$ cat src/rtl/debug_recolector.sv
// Debug word collector: streams the GPRs, then the first cant_mem_datos data-memory words.
// Define RECOLECTOR_CHECKSUM_EN to build the running XOR checksum of captured words.
module debug_recolector #(
  parameter int unsigned len            = 32,
  parameter int unsigned cant_regs      = 32,
  parameter int unsigned cant_mem_datos = 16,
  parameter int unsigned NB_regs        = $clog2(cant_regs),
  parameter int unsigned NB_mem         = $clog2(cant_mem_datos),
  parameter int unsigned NB_idx         = $clog2(cant_regs + cant_mem_datos + 1)
) (
  input  logic               clk,
  input  logic               reset,
  input  logic               restart_recolector,
  input  logic               enable_next_recolector,
  input  logic [len-1:0]     reg_data,
  input  logic [len-1:0]     mem_data,
  output logic [NB_regs-1:0] reg_addr,
  output logic [NB_mem-1:0]  mem_addr,
  output logic [len-1:0]     recolector,
  output logic               recolector_valid,
  output logic               recolector_done,
  output logic [len-1:0]     checksum
);

  localparam logic [NB_idx-1:0] RegsIdx  = NB_idx'(cant_regs);
  localparam logic [NB_idx-1:0] TotalIdx = NB_idx'(cant_regs + cant_mem_datos);

  typedef enum logic [1:0] {StFetch, StWaitMem, StHold, StDone} state_e;

  state_e             state_q, state_d;
  logic [NB_idx-1:0]  index_q, index_d, idx_inc;
  logic [NB_regs-1:0] reg_addr_q, reg_addr_d;
  logic [NB_mem-1:0]  mem_addr_q, mem_addr_d;
  logic [len-1:0]     recolector_q, recolector_d, cap_word;
  logic               valid_q, valid_d;
  logic               done_q, done_d;
  logic               pending_q, pending_d;
  logic               en_q;
  logic               adv, capture;

  assign adv = enable_next_recolector & ~en_q;

  always_comb begin
    state_d      = state_q;
    index_d      = index_q;
    reg_addr_d   = reg_addr_q;
    mem_addr_d   = mem_addr_q;
    recolector_d = recolector_q;
    valid_d      = valid_q;
    done_d       = done_q;
    pending_d    = pending_q;
    capture      = 1'b0;
    cap_word     = '0;
    idx_inc      = index_q + NB_idx'(1);

    if (restart_recolector) begin
      state_d    = StFetch;
      index_d    = '0;
      reg_addr_d = '0;
      mem_addr_d = '0;
      valid_d    = 1'b0;
      done_d     = 1'b0;
      pending_d  = 1'b0;
    end else begin
      unique case (state_q)
        StFetch: begin
          if (adv) pending_d = 1'b1;
          if (index_q < RegsIdx) begin
            capture  = 1'b1;
            cap_word = reg_data;
            state_d  = StHold;
          end else begin
            // RAM registers mem_addr on this edge; data is ready next cycle
            state_d = StWaitMem;
          end
        end
        StWaitMem: begin
          if (adv) pending_d = 1'b1;
          capture  = 1'b1;
          cap_word = mem_data;
          state_d  = StHold;
        end
        StHold: begin
          if (adv || pending_q) begin
            pending_d = 1'b0;
            valid_d   = 1'b0;
            index_d   = idx_inc;
            if (idx_inc == TotalIdx) begin
              state_d = StDone;
              done_d  = 1'b1;
            end else begin
              state_d = StFetch;
              if (idx_inc < RegsIdx) reg_addr_d = NB_regs'(idx_inc);
              else                   mem_addr_d = NB_mem'(idx_inc - RegsIdx);
            end
          end
        end
        StDone: begin
          valid_d = 1'b0;
        end
        default: state_d = StFetch;
      endcase

      if (capture) begin
        recolector_d = cap_word;
        valid_d      = 1'b1;
      end
    end
  end

  always_ff @(posedge clk) begin
    if (!reset) begin
      state_q      <= StFetch;
      index_q      <= '0;
      reg_addr_q   <= '0;
      mem_addr_q   <= '0;
      recolector_q <= '0;
      valid_q      <= 1'b0;
      done_q       <= 1'b0;
      pending_q    <= 1'b0;
      en_q         <= 1'b0;
    end else begin
      state_q      <= state_d;
      index_q      <= index_d;
      reg_addr_q   <= reg_addr_d;
      mem_addr_q   <= mem_addr_d;
      recolector_q <= recolector_d;
      valid_q      <= valid_d;
      done_q       <= done_d;
      pending_q    <= pending_d;
      en_q         <= enable_next_recolector;
    end
  end

`ifdef RECOLECTOR_CHECKSUM_EN
  logic [len-1:0] checksum_q, checksum_d;

  always_comb begin
    checksum_d = checksum_q;
    if (restart_recolector) checksum_d = '0;
    else if (capture)       checksum_d = checksum_q ^ cap_word;
  end

  always_ff @(posedge clk) begin
    if (!reset) checksum_q <= '0;
    else        checksum_q <= checksum_d;
  end

  assign checksum = checksum_q;
`else
  assign checksum = '0;
`endif

  assign reg_addr         = reg_addr_q;
  assign mem_addr         = mem_addr_q;
  assign recolector       = recolector_q;
  assign recolector_valid = valid_q;
  assign recolector_done  = done_q;

endmodule

$ cat config.mk
export PLATFORM = sky130hd
export DESIGN_NAME = debug_recolector
export DESIGN_NICKNAME = d
export VERILOG_FILES = /design/src/rtl/debug_recolector.sv
export SDC_FILE = /design/constraint.sdc
export NUM_CORES = 1
export LEC_CHECK = 0
export CORE_ASPECT_RATIO = 0.7
export CORE_UTILIZATION = 44
export DETAILED_ROUTE_END_ITERATION = 12
export MAX_ROUTING_LAYER = met4
export PLACE_DENSITY = 0.86
export SLEW_MARGIN = 20
export SYNTH_ARGS = -nofsm -noshare
export SYNTH_HDL_FRONTEND = slang
export SYNTH_SLANG_ARGS = --single-unit
$ cat constraint.sdc
create_clock -name clk -period 3.75 [get_ports clk]
set_input_delay 0.375 -clock clk [delete_from_list [all_inputs] [get_ports clk]]
set_output_delay 0.375 -clock clk [all_outputs]
set_load 0.05 [all_outputs]
After elaboration in Yosys (flattened, before gate mapping). Index checks and enable logic that the tools add are counted.

Bits in registers: 53. Bits of input ports: 68. Output and inout bits: 75. Word-level logic and storage cells: 55.

Add/subtract/negate cells: 2. $lt $le $gt $ge: 2. Equal/unequal tests: 7. Mux-type cells: 14. Bitwise logic cells: 6. Reduce and logical (&&, ||, !) cells: 15.

Operators with widths (number): one-hot mux 32 bit (2 select lines) (1); 2-to-1 mux 32 bit (1); < comparator 6 bit, second input constant (2); AND reduction 2 bit (4); AND reduction 4 bit (2); adder 6 x 1 -> 6 bit, second input constant (1); equality test 6 bit, second input constant (1); 2-to-1 mux 2 bit (3); one-hot mux 1 bit (2 select lines) (3); one-hot mux 2 bit (3 select lines) (1); AND reduction 3 bit (2); nonzero test 3 bit (2); 2-to-1 mux 1 bit (5); inverter 1 bit (5); equality test 2 bit, second input constant (2); OR reduction 2 bit (2); subtractor 4 x 1 -> 4 bit, second input constant (1); != test 3 bit, second input constant (1); equality test 2 x 1 -> 1 bit, second input constant (1); zero test 2 bit (1); != test 2 x 1 -> 1 bit, second input constant (1); != test 2 bit, second input constant (1); nonzero test 2 bit (1); AND 1 bit (1); logical OR 1 bit (1).

Depth between registers and ports, before layout. Gate-level depths: netlist of the first run.

Depth in word-level cells: 6. Mapped depth: 8. Gate-level depth less buffers: 6.

Worst setup path before layout of the first run. OpenSTA, ideal clock, no wires.

Path kind: reg-to-reg. Start: register state_q[0]. End: register recolector_q[0], in the netlist recolector[0]. Setup time: 59 ps. Data arrival time: 1603 ps. Required time: 3691 ps. Slack: 2088 ps. Stages on the path, launching flop included: 9. Buffers on the path: 2. Clock period less this slack: 1662 ps. Cell sequence: dfxtp_1 inv_1 ha_1 nor2b_1 clkbuf_1 o21bai_1 buf_2 o2bb2ai_1 and2_1.

Longest elaborated chain between the ends: 4. Elaborated cells on any way between the ends: 6. Those cells by class: eq/ne (1); mux (3); reduce/logical (2).

Ends and longest elaborated chain: start: declaration (RTL line 30) `state_e state_q, state_d;`; start signal: assignment (RTL line 113) `state_q <= StFetch;`; start signal: assignment (RTL line 123) `state_q <= state_d;`; equality test 2 x 1 -> 1 bit / zero test 2 bit (equally long branches) (RTL line 65) `unique case (state_q)`; one-hot mux 1 bit (2 select lines) (RTL line 65); 2-to-1 mux 1 bit (RTL line 56) `if (restart_recolector) begin`; AND reduction 2 bit (no line); end signal: assignment (RTL line 127) `recolector_q <= recolector_d;`; end: declaration (RTL line 34) `logic [len-1:0] recolector_q, recolector_d, cap_word;`.

Several ways; a longest one is shown, not always the timed one. The select of a mux whose other input is x is not followed. A chain may end at the register's enable or synchronous reset.

Final worst setup path of the first run.
Start: input port enable_next_recolector. End: register state_q[0].

Longest elaborated chain between the ends: 4.

Ends and longest elaborated chain: start: declaration (RTL line 14) `input logic enable_next_recolector,`; AND 1 bit (RTL line 41) `assign adv = enable_next_recolector & ~en_q;`; logical OR 1 bit (RTL line 84) `if (adv || pending_q) begin`; != test 2 bit (no line); AND reduction 2 bit (no line).

No other way between the ends.

==> results of run 1 <==
[final timing paths]
kind         cells past startpoint  slack [ps]              startpoint     endpoint
max                              5        1660  enable_next_recolector   state_q[0]
min                              2         460             reg_addr[0]  reg_addr[0]
max reg2reg                      5        1720              state_q[0]   state_q[0]
min reg2reg                      2         460             reg_addr[0]  reg_addr[0]
[sequential cells by signal, indices dropped and copies added (netlist names)]
signal / count
pending_q: 1
state_q: 2
recolector_valid: 1
recolector_done: 1
mem_addr: 4
reg_addr: 5
index_q: 6
recolector: 32
en_q: 1
[metal layers]
layer | global-route usage, % | vias to the layer above
met4 | 5.64 | 0
met2 | 35.7 | 105
met5 | - | -
li1 | - | 1276
met1 | 29.9 | 1229
met3 | 4.60 | 2
[layout by cell type (no fill, tap or decap), types with 3 or more instances in the layout]
cell	netlist	layout
a22oi_1	33	33
mux2i_1	7	7
inv_1	10	10
o211ai_1	3	3
a21oi_1	4	4
o2bb2ai_1	32	32
nand2_1	12	12
dfxtp_1	53	53
clkbuf_8	0	6
clkdlybuf4s50_1	0	110
nor2_1	8	8
a211oi_1	8	8
xnor2_1	5	5
buf_4	32	7
ha_1	6	6
conb_1	1	32
and2_1	34	34
or3_1	3	3
nand3_1	5	5
o21ai_1	3	3
nor2b_1	5	4
[Yosys cell counts (all sizes together), types with 2 or more instances]
library cell / count
o21ai: 5
nand3: 5
nand2: 12
mux2i: 7
or3: 3
nor2b: 5
clkbuf: 17
o2bb2ai: 32
nand2b: 2
and3b: 2
inv: 10
o21bai: 2
xor2: 2
xnor2: 5
ha: 6
a21oi: 4
nor4: 2
a211oi: 8
nor2: 8
a22oi: 33
dfxtp: 53
buf: 40
o22ai: 2
a21boi: 2
o211ai: 3
and2: 34
nor3: 2
[through the flow]
stage	std cells	hold WS (ps)	total power, µW	utilization, %	setup WS (ps)
2_1_floorplan	349	497	868	-	2090
3_3_place_gp	487	444	975	62.3	1470
3_5_place_dp	487	446	979	62.3	1380
4_1_cts	494	459	1290	63.7	1680
5_1_grt	494	492	1340	63.7	1540
6_report	494	459	1290	63.7	1660
[final cells by class]
type	count	share of cell area [%]
sequential	53	26.5
inverter	10	0.939
tap	78	2.44
multi-input combinational	229	39.1
timing repair buffer	117	28.9
clock buffer	7	2.16
[where the power goes]
part	leakage, µW	internal (µW)	total, µW	switching [µW]
logic	0.00103	142	367	225
clock network	0.0000443	147	318	171
registers	0.000433	586	601	15.0
[critical path, delay by kind of cell]
family          cells  cell delay [ps]
simple gates        2              900
compound gates      2              530
buf+inv             1              510
[logic make-up (layout without fill, tap and decap cells)]
logic type      count (synthesis)  in the layout  synth area share (%)
compound gates                 99             99                  26.8
mux                             7              7                  2.42
flops                          53             53                  36.7
xor+xnor                        7              7                  2.12
other cells                     1             32                 0.130
simple gates                   78             78                  15.7
buf+inv                        67            134                  13.6
fa+ha+maj                       6              6                  2.59
==> summary.md, run 1 <==
| Metric | Value |
|---|---|
| Status | `finished, final reports clean` |
| Drt initial violations | `157` |
| Antenna diode count | `0` |
| Synth unique cells | `44` |
| Hold Path Class | `reg2reg` |
| Total gr overflow | `0` |
| Final period utilization | `55.6%` |
| Footprint of the multi-input gates | `1560 µm²` |
| Antenna violations before repair | `0` |
| Drt drc | `0` |
| Critical Path Max Stage Delay | `620 ps` |
| Area of the mapped netlist | `2890 µm²` |
| GRT Total Usage | `22.7%` |
| Top-level port count | `143` |
| Post-route design area | `4000 µm²` |
| # H-tree levels | `2` |
| Root Buffer | `clkbuf_8` |
| PortBufs | `110` |
| Hpwl dp | `5460 µm` |
| Startpoint types | `primary input` |
| Slowest-stage cell, CP | `or4_4` |
| Worst clock skew | `5.92 ps` |
| TritonCTS clock tree | `built` |
| Worst slew margin | `33.1%` |
| Largest area contributor in the synthesized netlist | `dfxtp_1` |
| Number of synthesized register bits | `53` |
| PwrDens | `322 nW/µm²` |
| Final ANT Viol Nets | `0` |
| Die area | `6910 µm²` |
| CP Max Fanout | `14` |
| Final Hold Viols | `0` |
| Synth Area per Inst | `9.10 µm²` |
| TritonCTS Buffers | `5` |
| DR WL met3 | `476 µm` |
| TNS Setup | `0 ps` |
| Crit-path cells | `clkdlybuf4s50_1 > nor2b_1 > o21ai_1 > or4_4 > o22ai_2` |
| Cts repair resizes | `0` |
| Hold buffer count at CTS | `0` |
| First-pass GRT wire length | `12,200 µm` |
| Number of synthesized flops with an enable pin | `0` |
| Top layer reached by signal wires | `met4` |
| Fill cells | `538` |
| Worst Max-Slew Pin Slew | `997 ps` |
| Share of the synthesized area in the top cell type | `36.7%` |
| Post-Route WL | `7570 µm` |
| Die extent in y | `69.9 µm` |
| Drt first pass iters | `5` |
| Critical Path AT | `2310 ps` |
| Routability cong. | `0.906` |
| Leak Pwr | `0.00151 µW` |
| Share of cells above drive strength 1 | `4.81%` |
| Detailed-route wire length per cell | `15.3 µm` |
| Std-Cell Rows | `24` |
| Vias in the first global route | `2,531` |
| Post-layout min period | `2090 ps` |
| Maximum vdd drop | `0.158 mV` |
| Setup violators final | `0` |
| Reg clk slew, reported paths | `90 ps` |
| Area Overhead vs Synth | `38.1%` |
| Pins Over Slew Limit | `0` |
| Dpl cell area | `3910 µm²` |
| Sequential Area | `1060 µm²` |
| M1 WL | `3520 µm` |
| Worst path required time | `3980 ps` |
| Clk Latency, worst-skew pair | `290 ps` |
| Core area | `6280 µm²` |
| Chip width | `98.9 µm` |
| F_max | `480 MHz` |
| CTS sink cnt | `53` |
| MaxCap Viol Count | `0` |
| Yosys warns | `0` |
| Seq/Total Area, Yosys | `36.7%` |
| RSZ-0062 raised after global routing | `no` |
| Pin count of the biggest net entering global routing | `35` |
| Initial core utilization | `46.1%` |
| CP Capture Type | `register` |
| Post-synth top flop | `dfxtp_1` |
| Critical path class | `in2reg` |
| Post-CTS Setup Repair Bufs | `0` |
| Met2 wire len | `3550 µm` |
| Ys async rst share | `0%` |
| Net count of the finished layout | `490` |
| Via count | `2,612` |
| Post-Syn Instances | `318` |
| Max clock buf depth | `2` |
| Ranking of synthesized cells by area | `dfxtp_1, o2bb2ai_1, a22oi_1` |
| Routed vias/inst | `5.29` |
(Power assumes the default switching activity.)
==> run 2: changes to the inputs <==
- CORE_UTILIZATION: 44 -> 37
- PLACE_DENSITY: 0.86 -> 0.78
- clock period: 3.75 -> 1.7 ns (I/O delays scaled with it)
==> summary.md, run 2 (synthesis gave the netlist of run 1 again) <==
| Metric | Value |
|---|---|
| TritonCTS Buffers | `5 (unchanged)` |
| Reg clk slew, reported paths | `100 ps (about the same)` |
| Most frequent cells in the layout | `clkdlybuf4s50_1, dfxtp_1, buf_4` |
| Area Overhead vs Synth | `46.8%` |
| Setup violators final | `0 (unchanged)` |
| Via count | `2,703 (+3.5%)` |
| Drt first pass iters | `4 (-1)` |
| Drt drc | `0 (unchanged)` |
| Vias in the first global route | `2,566 (+1.4%)` |
| # H-tree levels | `2 (unchanged)` |
| CTS sink cnt | `53 (unchanged)` |
| Finished Core Util | `57.3% (-6.4 points)` |
| Final Hold Viols | `0 (unchanged)` |
| Chip width | `108 µm (+8.9%)` |
| Critical path class | `reg2reg` |
| CP Max Fanout | `3 (-11)` |
| Pin count of the biggest net entering global routing | `33 (-5.7%)` |
| Std-Cell Rows | `26 (+8.3%)` |
| Routed vias/inst | `5.07 (-4.1%)` |
| Detailed-route wire length per cell | `14.2 µm (-7.4%)` |
| First-pass GRT wire length | `12,500 µm (+2.4%)` |
| Worst Max-Slew Pin Slew | `519 ps (-478 ps)` |
| Net count of the finished layout | `508 (+3.7%)` |
| Most common cell after layout, fill and taps aside | `clkdlybuf4s50_1` |
| Pins Over Slew Limit | `0 (unchanged)` |
| Drt initial violations | `149 (-5.1%)` |
| F_max | `599 MHz` |
| Total gr overflow | `0 (unchanged)` |
| Sequential Area | `1070 µm² (+0.47%)` |
| Max clock buf depth | `2 (unchanged)` |
| Die extent in y | `76.0 µm (+8.8%)` |
| Die area | `8190 µm² (+18%)` |
| RSZ-0062 raised after global routing | `yes` |
| Hold Slack | `468 ps (+9.14 ps)` |
| Final period utilization | `98.2%` |
| Share of cells above drive strength 1 | `13.8% (+9.0 points)` |
| Initial core utilization | `39.0% (-7.1 points)` |
| PwrDens | `743 nW/µm² (+130%)` |
| Root Buffer | `clkbuf_8` |
| Final ANT Viol Nets | `0 (unchanged)` |
| CP Capture Type | `register` |
| Hold Path Class | `reg2reg` |
| Routability cong. | `0.883 (-2.5%)` |
| Max reg flops | `32 (unchanged)` |
| Worst path required time | `1930 ps (-2050 ps)` |
| Top-level port count | `143 (unchanged)` |
| Post-layout min period | `1670 ps` |
| Footprint of the multi-input gates | `1590 µm² (+1.7%)` |
| Startpoint types | `register` |
| TNS Setup | `0 ps (unchanged)` |
| Clk Latency, worst-skew pair | `300 ps (about the same)` |
| Fill cells | `658 (+22%)` |
| Maximum vdd drop | `0.508 mV (+220%)` |
| TritonCTS clock tree | `built` |
| Critical Path AT | `1900 ps (-410 ps)` |
| Antenna violations before repair | `0 (unchanged)` |
| Core area | `7420 µm² (+18%)` |
| MaxCap Viol Count | `0 (unchanged)` |
| Status | `finished, final reports clean` |
| Cell count after placement | `525 (+7.8%)` |
| Antenna diode count | `0 (unchanged)` |
| Total power | `3160 µW (+150%)` |
| Fin cells | `533 (+7.9%)` |
| Hpwl dp | `5760 µm (+5.3%)` |
| PortBufs | `110 (unchanged)` |
| Leak Pwr | `0.00178 µW (+18%)` |
| Worst clock skew | `7.07 ps (+1.15 ps)` |
| GRT Total Usage | `19.5% (-3.2 points)` |
| Post-Route WL | `7560 µm (about the same)` |
| Worst slew margin | `65.3% (+32 points)` |
## run 2: cell type report
class	instances	area share [%]
timing repair buffer	135	30.6
tap	98	2.89
inverter	10	0.883
clock buffer	5	1.62
sequential	53	25.1
clock inverter	3	1.53
multi-input combinational	229	37.4
## run 2: what timing repair did
item,4_1_cts,5_1_grt
setup buffers,0,0
endpoints found under the setup margin,2,44
hold buffers,0,0
gates resized for setup,3,14
pin swaps,2,2
## run 2: worst max-delay path: stages (launching register included)
cell,delay [ps]
dfxtp_2,350
ha_2,190
nand4bb_1,220
o21a_1,140
or4_4,540
o22ai_2,170
## run 2: per-stage QoR
step	instance area [µm²]	setup slack [ps]
floorplan	3010	38.3
finish	4250	30.1
CTS	4200	7.73
global placement	4070	-5.33
detailed placement	4070	-61.3
global route	4250	-0.117
## run 2: power by group
group / total [µW] / switching [µW] / internal [µW]
logic: 830 / 500 / 330
clock network: 1000 / 417 / 585
registers: 1320 / 30.9 / 1290
total: 3160 / 948 / 2210
## run 2: per-layer routing
layer	GRT usage, %	up-vias	wire length [µm]
met2	29.0	106	3400
met1	26.7	1275	3580
met3	4.70	4	519
met4	4.11	0	58
met5	-	-	0
li1	-	1318	-
## run 2: worst paths after layout
check        cells after the start   startpoint  slack (ps)          end
max                              5   index_q[0]          30   state_q[0]
min                              2  mem_addr[2]         470  mem_addr[2]
max reg2reg                      5   index_q[0]          30   state_q[0]
min reg2reg                      2  mem_addr[2]         470  mem_addr[2]
==> run 3: changes to the inputs <==
- CAP_MARGIN: not set -> 5
==> results of run 3 <==
Final layout, timing and power as in run 2 (identical DEF).
